File: src/rtl/ss_sync_fifo_pkg.sv
// ss_sync_fifo_pkg: default widths and depth helper shared by the FIFO slice
package ss_sync_fifo_pkg;
  localparam int bw_d_def = 8;
  localparam int bw_a_def = 5;
  function automatic int fifo_depth(input int aw);
    return 1 << aw;
  endfunction
endpackage

File: src/rtl/ss_sync_fifo_if.sv
// ss_sync_fifo_if: write/read handshake bundle of the show-ahead FIFO
interface ss_sync_fifo_if
  import ss_sync_fifo_pkg::*;
#(
  parameter int Bw_d = bw_d_def
) ();
  logic [Bw_d-1:0] wr_di;
  logic            wr_en;
  logic            wr_rdy;
  logic            rd_en;
  logic            rd_rdy;
  logic [Bw_d-1:0] rd_do;
  modport slave  (input  wr_di, wr_en, rd_en, output wr_rdy, rd_rdy, rd_do);
  modport master (output wr_di, wr_en, rd_en, input  wr_rdy, rd_rdy, rd_do);
endinterface

File: src/rtl/ss_sync_fifo_mem.sv
// ss_sync_fifo_mem: storage array with one synchronous write and one asynchronous read port
module ss_sync_fifo_mem
  import ss_sync_fifo_pkg::*;
#(
  parameter int Bw_d = bw_d_def,
  parameter int Bw_a = bw_a_def
) (
  input  logic            clk,
  input  logic            we_i,
  input  logic [Bw_a-1:0] wa_i,
  input  logic [Bw_d-1:0] wd_i,
  input  logic [Bw_a-1:0] ra_i,
  output logic [Bw_d-1:0] rd_o
);
  logic [Bw_d-1:0] mem_q [fifo_depth(Bw_a)];
  // write port; contents deliberately not reset
  always_ff @(posedge clk) begin
    if (we_i) mem_q[wa_i] <= wd_i;
  end
  assign rd_o = mem_q[ra_i];
endmodule

File: src/rtl/ss_sync_fifo.sv
// ss_sync_fifo: single-clock first-word fall-through FIFO with ready/enable handshakes
module ss_sync_fifo
  import ss_sync_fifo_pkg::*;
#(
  parameter int Bw_d = bw_d_def,
  parameter int Bw_a = bw_a_def
) (
  input  logic          clk,
  input  logic          reset,
  ss_sync_fifo_if.slave f
);
  localparam logic [Bw_a:0] depth = (Bw_a+1)'(fifo_depth(Bw_a));
  logic [Bw_a-1:0] wr_ptr_q, wr_ptr_d, rd_ptr_q, rd_ptr_d;
  logic [Bw_a:0]   cnt_q, cnt_d;
  logic            wr_ok, rd_ok;
  logic [Bw_d-1:0] mem_rd;
  assign f.wr_rdy = cnt_q != depth;
  assign f.rd_rdy = cnt_q != '0;
  assign f.rd_do  = f.rd_rdy ? mem_rd : '0;
  // accepted transfers advance pointers; count moves only on a lone write or lone read
  always_comb begin
    wr_ok    = f.wr_en && f.wr_rdy;
    rd_ok    = f.rd_en && f.rd_rdy;
    wr_ptr_d = wr_ok ? wr_ptr_q + 1'b1 : wr_ptr_q;
    rd_ptr_d = rd_ok ? rd_ptr_q + 1'b1 : rd_ptr_q;
    cnt_d    = (wr_ok && !rd_ok) ? cnt_q + 1'b1 : (rd_ok && !wr_ok) ? cnt_q - 1'b1 : cnt_q;
  end
  // pointer and occupancy registers; reset empties the FIFO at once
  always_ff @(posedge clk or negedge reset) begin
    if (!reset) begin
      wr_ptr_q <= '0;
      rd_ptr_q <= '0;
      cnt_q    <= '0;
    end else begin
      wr_ptr_q <= wr_ptr_d;
      rd_ptr_q <= rd_ptr_d;
      cnt_q    <= cnt_d;
    end
  end
  ss_sync_fifo_mem #(.Bw_d(Bw_d), .Bw_a(Bw_a)) u_mem (
    .clk  (clk),
    .we_i (wr_ok),
    .wa_i (wr_ptr_q),
    .wd_i (f.wr_di),
    .ra_i (rd_ptr_q),
    .rd_o (mem_rd)
  );
endmodule

File: src/flat_wrapper.sv
// flat-port wrapper written by rule: the top's interface ports become plain ports
module ss_sync_fifo_flat import ss_sync_fifo_pkg::*;
#(
  parameter int Bw_d = bw_d_def,
  parameter int Bw_a = bw_a_def
)
  (clk, reset, f_wr_di, f_wr_en, f_rd_en, f_wr_rdy, f_rd_rdy, f_rd_do);
  ss_sync_fifo_if #(.Bw_d(Bw_d)) f_i ();
  input  logic clk;
  input  logic reset;
  input wire logic [$bits(f_i.wr_di)-1:0] f_wr_di;
  input wire logic [$bits(f_i.wr_en)-1:0] f_wr_en;
  input wire logic [$bits(f_i.rd_en)-1:0] f_rd_en;
  output wire logic [$bits(f_i.wr_rdy)-1:0] f_wr_rdy;
  output wire logic [$bits(f_i.rd_rdy)-1:0] f_rd_rdy;
  output wire logic [$bits(f_i.rd_do)-1:0] f_rd_do;
  assign f_i.wr_di = f_wr_di;
  assign f_i.wr_en = f_wr_en;
  assign f_i.rd_en = f_rd_en;
  assign f_wr_rdy = f_i.wr_rdy;
  assign f_rd_rdy = f_i.rd_rdy;
  assign f_rd_do = f_i.rd_do;
  ss_sync_fifo #(.Bw_d(Bw_d), .Bw_a(Bw_a)) u_core (.clk(clk), .reset(reset), .f(f_i));
endmodule
File: config.mk
export PLATFORM = sky130hd
export DESIGN_NAME = ss_sync_fifo_flat
export DESIGN_NICKNAME = d
export VERILOG_FILES = /design/src/rtl/ss_sync_fifo_pkg.sv /design/src/rtl/ss_sync_fifo_if.sv /design/src/rtl/ss_sync_fifo_mem.sv /design/src/rtl/ss_sync_fifo.sv /design/src/flat_wrapper.sv
export SDC_FILE = /design/constraint.sdc
export NUM_CORES = 1
export LEC_CHECK = 0
export BUFFER_PORTS_ARGS = -buffer_cell sky130_fd_sc_hd__buf_2
export CORE_UTILIZATION = 37
export DETAILED_ROUTE_END_ITERATION = 7
export PLACE_DENSITY_LB_ADDON = 0.08
export SYNTH_ARGS = -nofsm -noshare
export SYNTH_HDL_FRONTEND = slang
export SYNTH_HIERARCHICAL = 1
export SYNTH_SLANG_ARGS = --single-unit
export TNS_END_PERCENT = 20
File: constraint.sdc
create_clock -name clk -period 4.5 [get_ports clk]
set_clock_uncertainty 0.05 [all_clocks]
set_input_delay 0.45 -clock clk [delete_from_list [all_inputs] [get_ports clk]]
set_output_delay 0.45 -clock clk [all_outputs]
set_load 0.02 [all_outputs]
==> metrics.md <==
| Metric | Value |
|---|---|
| Status | finished, final reports clean |
| IO Port Bufs | 21 |
| Final Slew Violations | 0 |
| Drt drc | 0 |
| CTS hold repair buffers | 1 |
| Cell area after synthesis | 10800 um^2 |
| Per-cell routed wire length | 25.8 um |
| Core box area | 28800 um^2 |
| Yosys warns | 6 |
| RSZ-0062 raised after global routing | false |
| Top Ports | 22 |
| Post-cts resize count | 0 |
| CTS tree | yes |
| Synth area leader | edfxtp_1 |
| Worst hold path type | input pin to asynchronous set/reset pin |
| Synthesized area per cell | 21.8 um^2 |
| Post CTS Setup Buffer Count | 0 |
| Clock transition at path regs | 60 ps |
| P_leak | 3.93 nW |
| Antenna Nets Post-Route | 0 |
| Startpoint types | flop |
| Global-route usage over all layers | 0.168 |
| Synth area leaders | edfxtp_1 (71%), mux4_2 (17%), dfrtp_1 (3.7%), nor2_1 (1.2%), mux2_2 (1.0%) |
| Cell Pwr Density | 659 nW/um^2 |
| Largest net degree at the start of global routing | 68 |
| Cells on worst reg2reg path | 4 |
| Antenna diode count | 0 |
| Worst relative slew slack | 0.252 |
| CP required | 4000 ps |
| Buffer levels on the longest clock path | 3 |
| Synth Register Bits | 272 |
| Final nets | 556 |
| Worst skew pair latency | 540 ps |
| P&R area growth vs syn | 14.3% |
| Fmax | 0.261 GHz |
| CP arrival | 3340 ps |
| Starting density of the core | 0.377 |
| Top-area cell type share of the netlist area | 0.709 |
| Worst VDD drop | 0.336 mV |
| TritonCTS Sinks | 272 |
| Worst hold margin | 323 ps |
| Setup TNS | 0 ps |
| Num CTS Buffers | 30 |
| # H-tree levels | 1 |
| Vias in the first global route | 5211 |
| Die height | 173 um |
| Via density | 5.21 |
| Tmin final | 3840 ps |
| GPL Wtd Cong | 0.745 |
| DP HPWL | 15.1 mm |
| Final period utilization | 0.853 |
| CP Max Fanout | 38 |
| Full die area | 30000 um^2 |
| Hold Vio Cnt, Final | 0 |
| Yosys cell types | 35 |
| Initial drt markers | 376 |
| Sequential share of the synthesized area | 0.746 |
| Pre-antenna DRT Iters | 4 |
| Clk root buf | clkbuf_16 |
| Total power | 8.18 mW |
| Crit Path Class | flop to primary output |
| Final Setup Violations | 0 |
| Worst-Margin Slew | 1120 ps |
| Most frequent cells in the layout | edfxtp_1 (256), mux4_2 (80), nor2_1 (34) |
| # rows | 62 |
| Crit. End Element | primary output |
| Routed WL | 24.3 mm |
| Initial antenna violation count | 0 |
| DR vias | 4904 |
| Most common cell after layout, fill and taps aside | edfxtp_1 |
| Share of layout cells above drive strength 1 | 0.306 |
| Max_cap viols | 0 |
| Gr ovfl total | 0 |
| Syn_nets | 519 |
| Die Wd | 173 um |
| Synth Instances | 498 |
| First-pass GRT wire length | 36.5 mm |
[cell type report]
cell class / count / area, um^2
clock buffers: 34 / 787
clock inverters: 21 / 224
fillers: 2512 / 16400
inverters: 6 / 22.5
multi-input cells: 199 / 2630
flip-flops and latches: 272 / 8090
well taps: 384 / 480
repair buffers: 26 / 170
[critical path, cell delays in order, from the launching register on]
cell,delay (ps)
dfrtp_4,710
buf_12,370
mux4_2,600
mux4_2,500
mux2_2,290
and2_1,130
buf_2,150
[routing by layer]
metal	track usage	routed length, um	vias up
met5	0	0	-
met1	0.235	10700	2627
met2	0.271	11800	103
met3	0.0257	1140	39
li1	-	-	2135
met4	0.0542	690	0
[final timing paths]
kind / start / endpoint / slack, ps
setup / recovery: u_core/rd_ptr_q[0]$_DFFE_PN0P_ / f_rd_do[2] / 660
hold / removal: reset / u_core/cnt_q[2]$_DFFE_PN0P_ / 320
setup reg to reg: u_core/cnt_q[5]$_DFFE_PN0P_ / u_core/u_mem/mem_q[24][3]$_DFFE_PP_ / 1570
hold reg to reg: u_core/cnt_q[0]$_DFFE_PN0P_ / u_core/cnt_q[0]$_DFFE_PN0P_ / 530
max in group asynchronous: reset / u_core/rd_ptr_q[0]$_DFFE_PN0P_ / 3740
min in group clk: f_rd_en / u_core/rd_ptr_q[2]$_DFFE_PN0P_ / 320
[power breakdown]
group | switching (mW) | internal (mW)
clock | 0.954 | 1.53
sequential | 0.282 | 3.01
combinational | 1.23 | 1.18
total | 2.46 | 5.72
[cells by family (layout without fill, tap and decap cells)]
family | after synthesis | count (layout) | share of synthesized area
AOI/OAI and AO/OA | 14 | 14 | 0.00888
xor gates and xnor gates | 12 | 12 | 0.00969
adders and majority gates | 9 | 9 | 0.0111
buffers and inverters | 27 | 87 | 0.0122
DFF | 272 | 272 | 0.746
muxes | 91 | 91 | 0.177
and+or+nand+nor | 73 | 73 | 0.0352
[flip-flops by register name, indices dropped and copies added, names as in the netlist]
signal	count
u_core/u_mem/mem_q	256
u_core/rd_ptr_q	5
u_core/wr_ptr_q	5
u_core/cnt_q	6
[Yosys cell counts (all sizes together)]
cell	instances
o21a	2
nand3	3
xor2	3
clkbuf	7
nor3b	1
ha	8
and2	8
nor2	34
nand4	4
o21ai	3
or3b	3
a21boi	2
mux4	80
a211o	1
dfrtp	16
nor2b	1
edfxtp	256
nor4b	1
mux2	10
nor3	3
a31oi	2
fa	1
mux2i	1
nand2	9
buf	14
inv	6
or3	1
xnor2	9
o31ai	1
nand3b	5
a21oi	3
[per-stage QoR]
| step | util | cell area [um^2] | worst slack (ps) | cells |
|---|---|---|---|---|
| 2_1_floorplan | - | 10800 | 1730 | 498 |
| 3_5_place_dp | 0.396 | 11400 | 1120 | 886 |
| 5_1_grt | 0.431 | 12400 | 463 | 942 |
| 4_1_cts | 0.431 | 12400 | 548 | 942 |
| 6_report | 0.431 | 12400 | 663 | 942 |
| 3_3_place_gp | 0.396 | 11400 | 1140 | 886 |
Note: power is estimated with default switching activity, not from simulation.
